<file path="config.mk">
export PLATFORM = sky130hd
export DESIGN_NAME = alu_multicycle
export DESIGN_NICKNAME = d
export VERILOG_FILES = /design/src/rtl/alu_multicycle.sv
export SDC_FILE = /design/constraint.sdc
export NUM_CORES = 1
export LEC_CHECK = 0
export ABC_AREA = 1
export CAP_MARGIN = 10
export CORE_ASPECT_RATIO = 2
export CORE_UTILIZATION = 35
export CTS_CLUSTER_DIAMETER = 30
export DETAILED_ROUTE_END_ITERATION = 16
export PLACE_DENSITY_LB_ADDON = 0.3
export SYNTH_ARGS = -nofsm -noshare
export SYNTH_HDL_FRONTEND = slang
export SYNTH_SLANG_ARGS = --single-unit
</file>
<file path="constraint.sdc">
create_clock -name clk -period 4.2 [get_ports clk]
set_input_delay 0.84 -clock clk [delete_from_list [all_inputs] [get_ports clk]]
set_output_delay 0.84 -clock clk [all_outputs]
set_load 0.05 [all_outputs]
</file>
<file path="src/rtl/alu_multicycle.sv">
`timescale 1ns/1ps
`default_nettype none
// ============================================================================
//  Module   : alu_multicycle
//  Purpose  : Unsigned ALU with a valid/ready handshake. Most operations
//             complete in one cycle. Multiply (iterative shift-add) and
//             divide (restoring, in2/in1) each take WIDTH cycles.
//  Ports    : clk, rst (async, active-high)
//             in_valid/in_ready   - operation handshake (ready only in IDLE)
//             alu_in1, alu_in2    - WIDTH-bit operands
//             opcode              - 6-bit operation select
//             out_valid/out_ready - result handshake (result held in DONE)
//             wb_data             - registered WIDTH-bit result
//             out                 - wb_data[OUT_W-1:0]
//             flags               - {div_zero, overflow, carry, zero}
//  Revision : 1.0 - initial release
// ============================================================================
module alu_multicycle #(
    parameter int WIDTH = 16,
    parameter int OUT_W = 8
) (
    input  logic             clk,
    input  logic             rst,
    input  logic             in_valid,
    output logic             in_ready,
    input  logic [WIDTH-1:0] alu_in1,
    input  logic [WIDTH-1:0] alu_in2,
    input  logic [5:0]       opcode,
    output logic             out_valid,
    input  logic             out_ready,
    output logic [WIDTH-1:0] wb_data,
    output logic [OUT_W-1:0] out,
    output logic [3:0]       flags
);

    localparam int CNT_W = (WIDTH > 1) ? $clog2(WIDTH) : 1;

    typedef enum logic [1:0] {
        S_IDLE = 2'd0,
        S_MUL  = 2'd1,
        S_DIV  = 2'd2,
        S_DONE = 2'd3
    } state_t;

    state_t             state_q, state_d;
    logic [CNT_W-1:0]   cnt_q, cnt_d;
    // acc: running product in MUL, partial remainder (low WIDTH+1 bits) in DIV
    logic [2*WIDTH-1:0] acc_q, acc_d;
    logic [2*WIDTH-1:0] mcand_q, mcand_d;
    // sh: multiplier bits in MUL, dividend shifting out / quotient shifting in for DIV
    logic [WIDTH-1:0]   sh_q, sh_d;
    logic [WIDTH-1:0]   dvsr_q, dvsr_d;
    logic [WIDTH-1:0]   res_q, res_d;
    logic [3:0]         flags_q, flags_d;

    logic [WIDTH:0]     w_sum;
    logic [WIDTH-1:0]   w_single_res;
    logic               w_single_carry;
    logic [2*WIDTH-1:0] w_mul_nx;
    logic [WIDTH:0]     w_rem_sh;
    logic [WIDTH:0]     w_trial;
    logic [WIDTH-1:0]   w_quo_nx;
    logic               w_last;

    always_comb begin
        state_d = state_q;
        cnt_d   = cnt_q;
        acc_d   = acc_q;
        mcand_d = mcand_q;
        sh_d    = sh_q;
        dvsr_d  = dvsr_q;
        res_d   = res_q;
        flags_d = flags_q;

        w_sum          = {1'b0, alu_in1} + {1'b0, alu_in2};
        w_single_res   = '0;
        w_single_carry = 1'b0;
        case (opcode)
            6'h00: begin
                w_single_res   = w_sum[WIDTH-1:0];
                w_single_carry = w_sum[WIDTH];
            end
            6'h01:   w_single_res = (alu_in1 >= alu_in2) ? (alu_in1 - alu_in2)
                                                         : (alu_in2 - alu_in1);
            6'h04:   w_single_res = {{(WIDTH-1){1'b0}}, (alu_in1 >= alu_in2)};
            6'h05:   w_single_res = alu_in1 & alu_in2;
            6'h06:   w_single_res = alu_in1 | alu_in2;
            6'h07:   w_single_res = ~(alu_in1 & alu_in2);
            6'h08:   w_single_res = ~(alu_in1 | alu_in2);
            6'h09:   w_single_res = alu_in1 ^ alu_in2;
            6'h0A:   w_single_res = ~(alu_in1 ^ alu_in2);
            6'h0B:   w_single_res = ~alu_in1;
            6'h0C:   w_single_res = ~alu_in2;
            default: w_single_res = '0;
        endcase

        w_last   = (cnt_q == CNT_W'(WIDTH - 1));
        w_mul_nx = sh_q[0] ? (acc_q + mcand_q) : acc_q;

        // Restoring step: bring in the next dividend bit, subtract the divisor
        // and keep the difference only if it did not go negative.
        w_rem_sh = {acc_q[WIDTH-1:0], sh_q[WIDTH-1]};
        w_trial  = w_rem_sh - {1'b0, dvsr_q};
        w_quo_nx = {sh_q[WIDTH-2:0], ~w_trial[WIDTH]};

        case (state_q)
            S_IDLE: begin
                if (in_valid) begin
                    cnt_d = '0;
                    acc_d = '0;
                    if (opcode == 6'h02) begin
                        mcand_d = {{WIDTH{1'b0}}, alu_in1};
                        sh_d    = alu_in2;
                        state_d = S_MUL;
                    end else if (opcode == 6'h03 && alu_in1 != '0) begin
                        sh_d    = alu_in2;
                        dvsr_d  = alu_in1;
                        state_d = S_DIV;
                    end else if (opcode == 6'h03) begin
                        res_d   = '1;
                        flags_d = 4'b1000;
                        state_d = S_DONE;
                    end else begin
                        res_d   = w_single_res;
                        flags_d = {2'b00, w_single_carry, (w_single_res == '0)};
                        state_d = S_DONE;
                    end
                end
            end
            S_MUL: begin
                acc_d   = w_mul_nx;
                mcand_d = mcand_q << 1;
                sh_d    = sh_q >> 1;
                cnt_d   = cnt_q + CNT_W'(1);
                if (w_last) begin
                    res_d   = w_mul_nx[WIDTH-1:0];
                    flags_d = {1'b0, (w_mul_nx[2*WIDTH-1:WIDTH] != '0), 1'b0,
                               (w_mul_nx[WIDTH-1:0] == '0)};
                    state_d = S_DONE;
                end
            end
            S_DIV: begin
                acc_d = {{(WIDTH-1){1'b0}}, (w_trial[WIDTH] ? w_rem_sh : w_trial)};
                sh_d  = w_quo_nx;
                cnt_d = cnt_q + CNT_W'(1);
                if (w_last) begin
                    res_d   = w_quo_nx;
                    flags_d = {3'b000, (w_quo_nx == '0)};
                    state_d = S_DONE;
                end
            end
            S_DONE: begin
                if (out_ready) begin
                    state_d = S_IDLE;
                end
            end
            default: state_d = S_IDLE;
        endcase
    end

    always_ff @(posedge clk or posedge rst) begin
        if (rst) begin
            state_q <= S_IDLE;
            cnt_q   <= '0;
            acc_q   <= '0;
            mcand_q <= '0;
            sh_q    <= '0;
            dvsr_q  <= '0;
            res_q   <= '0;
            flags_q <= '0;
        end else begin
            state_q <= state_d;
            cnt_q   <= cnt_d;
            acc_q   <= acc_d;
            mcand_q <= mcand_d;
            sh_q    <= sh_d;
            dvsr_q  <= dvsr_d;
            res_q   <= res_d;
            flags_q <= flags_d;
        end
    end

    assign in_ready  = (state_q == S_IDLE);
    assign out_valid = (state_q == S_DONE);
    assign wb_data   = res_q;
    assign out       = res_q[OUT_W-1:0];
    assign flags     = flags_q;

endmodule
`default_nettype wire

</file>
==> reports/metrics.csv <==
stage;metric;value;unit
floorplan;std_cell_rows;101;
clock_tree;cts_made_buffers;17;
global_route;grt_first_pass_wirelength;93600;um
floorplan;core-area;38000;sq um
floorplan;die_width;141;um
global_route;gr-usage-all-layers;32.5;%
clock_tree;clk_latency;440;ps
pwr;power.leakage;0.00821;uW
timing;report.final.slew_viol_count;0;
timing;timing.final.setup_violations;0;
layout;finalNetCount;2505;
worst_setup_path;critical_path.endpoint;acc_q[12];
worst_setup_path;critical_path_class;reg2reg;
routing;routed_via_density;5.49;
flow_run;max_cap_viol_count;0;
global_route;antenna_violations_before_repair;0;
placed_design;dp_cells;2830;
worst_setup_path;critPathSlowestCell;sky130_fd_sc_hd__ha_2;
layout;postLayoutCellArea;16100;sq um
timing;max_freq;256;MHz
yosys;synth_simple_gate_area_share;36.7;%
worst_setup_path;critPathLaunchType;flip-flop;
worst_setup_path;worstRegToRegCells;21;
timing;period_share;92.9;%
worst_setup_path;critical_path.startpoint;sh_q[15];
layout;n_antenna_cell;0;
worst_hold_path;path_category_of_the_worst_min_delay_check;reg2reg;
placed_design;port_buffers;71;
clock_tree;htreeDepth;4;
yosys;syn-num-nets;2375;
layout;fin_cells;2863;
yosys;share_of_synthesized_flip_flops_with_an_asynchronous_set_or_reset;100;%
outcome;status;finished clean;
timing;final_sum_of_negative_setup_slack;0;ps
global_route;grt_max_degree;91;
routing;wirelength;63100;um
routing;drt_iter0_drc;951;
layout;area.growth.synth_to_final;18.7;%
clock_tree;path_clk_slew;60;ps
placed_design;dp.final_hpwl;51400;um
timing;tightest_slew;836;ps
yosys;post_synth_xor_area_fraction;1.23;%
routing;drt_drc_violations_left;0;
yosys;muxShareOfSynthArea;0;%
routing;ant_nets;0;
placed_design;dpl-instance-area;15500;sq um
clock_tree;tritoncts;built;
worst_setup_path;worst-endpoint-required;4500;ps
routing;routedWlPerCell;22.0;um
floorplan;io-pin-count;72;
worst_setup_path;cpMostUsedCell;sky130_fd_sc_hd__nand2_1;
clock_tree;clock_sink_count;122;
worst_hold_path;whs_path_cells;2;
worst_setup_path;timing.critical_path.fanout_max;22;
floorplan;initial_core_utilization;35.7;%
global_route;via_count_of_the_first_global_routing_pass;16200;
clock_tree;cts_root_buf;sky130_fd_sc_hd__clkbuf_16;
floorplan;die_h;281;um
floorplan;design.die.area;39600;sq um
yosys;yosys_most_used_dff;sky130_fd_sc_hd__dfrtp_1;
worst_hold_path;beginning_of_the_worst_hold_path;mcand_q[31];
yosys;synth_compound_area_share;16.3;%
pwr;power_density;616;nW/um^2
timing;fin_skew;9.33;ps
yosys;proportion_of_netlist_area_held_by_the_largest_area_contributor;22.5;%
layout;layout.cells.most_common_list;650 x sky130_fd_sc_hd__nand2_1, 281 x sky130_fd_sc_hd__inv_1, 245 x sky130_fd_sc_hd__nor2_1;
layout;fin_util;42.4;%
yosys;synth_edf_count;0;
worst_setup_path;setup.reg_to_reg.worst_slack;300;ps
yosys;mappedNetlistArea;13600;sq um
yosys;netlist-cell-type-count;55;
pwr;worst_ir_drop_vdd;306;uV
worst_setup_path;maximum_single_stage_delay_on_the_critical_path;460;ps
timing;unrepaired_setup_endpoints_after_global_routing;no;
routing;drtPass1Iterations;7;
routing;vias;15700;
timing;min_period;3900;ps
layout;drive_gt1_share;8.22;%
yosys;synth_seq_area_share;22.5;%
placed_design;finalWeightedCongestion;1.04;
yosys;main_combinational_cell_family_by_area_after_synthesis;simple AND/OR/NAND/NOR gates;
yosys;synth.ff_latch_count;122;
yosys;synth_area_leaders;sky130_fd_sc_hd__dfrtp_1 22%, sky130_fd_sc_hd__nand2_1 18%, sky130_fd_sc_hd__ha_1 11%;
timing;timing_hold_violations_final;0;
layout;layout.cells.most_common;sky130_fd_sc_hd__nand2_1;
yosys;synthesis.instances;2205;
worst_setup_path;reg2reg_to;acc_q[12];
worst_setup_path;critical_path.cell_chain;clkinvlp_4 > ha_1 > inv_1 > fa_1 > nand2_1 > nand2_1 > nand2_1 > nand2_1 > nand3_1 > nand3_1 > nand3_1 > nand2_1 > a21oi_1 > o21bai_1 > ha_2 > buf_6 > inv_1 > a21oi_1 > o21ai_0 > o2111ai_1 > o211ai_1;
yosys;ys.warnings.count;0;
global_route;gr-total-overflow;0;
clock_tree;clockBufferDepth;2;
worst_setup_path;r2r-start;sh_q[15];
yosys;synthesized_area_fraction_occupied_by_adder_cells;12.1;%
worst_setup_path;timing.critical_path.arrival;4200;ps
yosys;cell_type_with_the_highest_aggregate_area_in_the_netlist;sky130_fd_sc_hd__dfrtp_1;
worst_setup_path;cp-end-kind;flip-flop;
yosys;synthesis.area_per_instance;6.16;sq um
timing;slew_headroom;44.2;%
==> power by group <==
part,switching (uW),internal [uW]
registers,501,1580
logic,4380,1870
clock network,610,986
total,5490,4430
==> cells in the mapped netlist (4+ instances only) <==
master and n:
sky130_fd_sc_hd__a211oi_1 6, sky130_fd_sc_hd__a21o_1 4, sky130_fd_sc_hd__a21oi_1 116, sky130_fd_sc_hd__a221oi_1 5, sky130_fd_sc_hd__a22o_1 12, sky130_fd_sc_hd__a31oi_1 22, sky130_fd_sc_hd__a41oi_1 6, sky130_fd_sc_hd__buf_1 4
sky130_fd_sc_hd__buf_2 23, sky130_fd_sc_hd__buf_4 12, sky130_fd_sc_hd__buf_6 5, sky130_fd_sc_hd__clkbuf_1 34, sky130_fd_sc_hd__clkinv_1 4, sky130_fd_sc_hd__dfrtp_1 122, sky130_fd_sc_hd__fa_1 5, sky130_fd_sc_hd__ha_1 123
sky130_fd_sc_hd__inv_1 283, sky130_fd_sc_hd__inv_2 6, sky130_fd_sc_hd__nand2_1 650, sky130_fd_sc_hd__nand2_2 4, sky130_fd_sc_hd__nand2_4 5, sky130_fd_sc_hd__nand3_1 200, sky130_fd_sc_hd__nand3b_1 6, sky130_fd_sc_hd__nand4_1 30
sky130_fd_sc_hd__nor2_1 246, sky130_fd_sc_hd__nor2_2 9, sky130_fd_sc_hd__nor3_1 20, sky130_fd_sc_hd__nor4_1 8, sky130_fd_sc_hd__o2111ai_1 7, sky130_fd_sc_hd__o211ai_1 12, sky130_fd_sc_hd__o21ai_0 114, sky130_fd_sc_hd__o21bai_1 10
sky130_fd_sc_hd__o221ai_1 9, sky130_fd_sc_hd__o22ai_1 28, sky130_fd_sc_hd__xor2_1 16
==> kinds of logic (layout without fill, tap and decap cells) <==
kind of cell | count (synthesis) | count (layout)
xor gates and xnor gates | 19 | 19
DFF | 122 | 122
AOI/OAI and AO/OA | 372 | 372
adders and majority gates | 128 | 128
and+or+nand+nor | 1190 | 1190
buffers and inverters | 374 | 517
==> worst min-delay path by stage <==
stage / slack, ps / endpoint
after floorplan: 470 / cnt_q[1]
after global placement: 490 / cnt_q[0]
after detailed placement: 500 / mcand_q[31]
after CTS: 510 / mcand_q[31]
after global routing: 540 / mcand_q[29]
final: 510 / mcand_q[31]
==> per-stage QoR <==
step,power [uW],setup WS (ps),hold WS (ps)
2_1_floorplan,5920,117,467
3_3_place_gp,8100,22.6,489
3_5_place_dp,8160,34.0,496
4_1_cts,9780,137,511
5_1_grt,10500,14.5,540
6_report,9920,300,513
==> sequential cells by signal, indices dropped and copies added, names as in the netlist <==
signal   count
acc_q       32
mcand_q     32
dvsr_q      16
sh_q        16
wb_data     16
cnt_q        4
flags        4
state_q      2
==> cell type report <==
cell class                      instances  area [sq um]
Clock buffer                           20           467
Clock inverter                         12           160
Fill cell                            4068         21900
Inverter                              296          1120
Multi-Input combinational cell       1709          9040
Sequential cell                       122          3050
Tap cell                              515           644
Timing Repair Buffer                  189          1630
==> critical path: cells and delay by family, from the launching register on <==
kind | cells | cell delay [ps]
buffers and inverters | 4 | 730
and+or+nand+nor | 8 | 850
adders and majority gates | 3 | 1020
AOI/OAI and AO/OA | 6 | 710
DFF | 1 | 420
==> layer usage <==
metal	vias up	wire [um]	share of wire (%)	global-route usage [%]
met3	287	1930	3.1	3.79
met2	585	34800	55	63.7
met5	-	0	0	0
met4	0	7180	11	33.3
met1	7362	19200	30	26.6
li1	7481	-	-	-
==> what timing repair did <==
action | 4_1_cts | 5_1_grt
gates resized for setup | 1 | 4
hold buffers | 0 | 0
pin swaps | 0 | 0
setup endpoints to repair | 1 | 14
setup buffers | 0 | 1
Power figures use the tool's default switching activity.
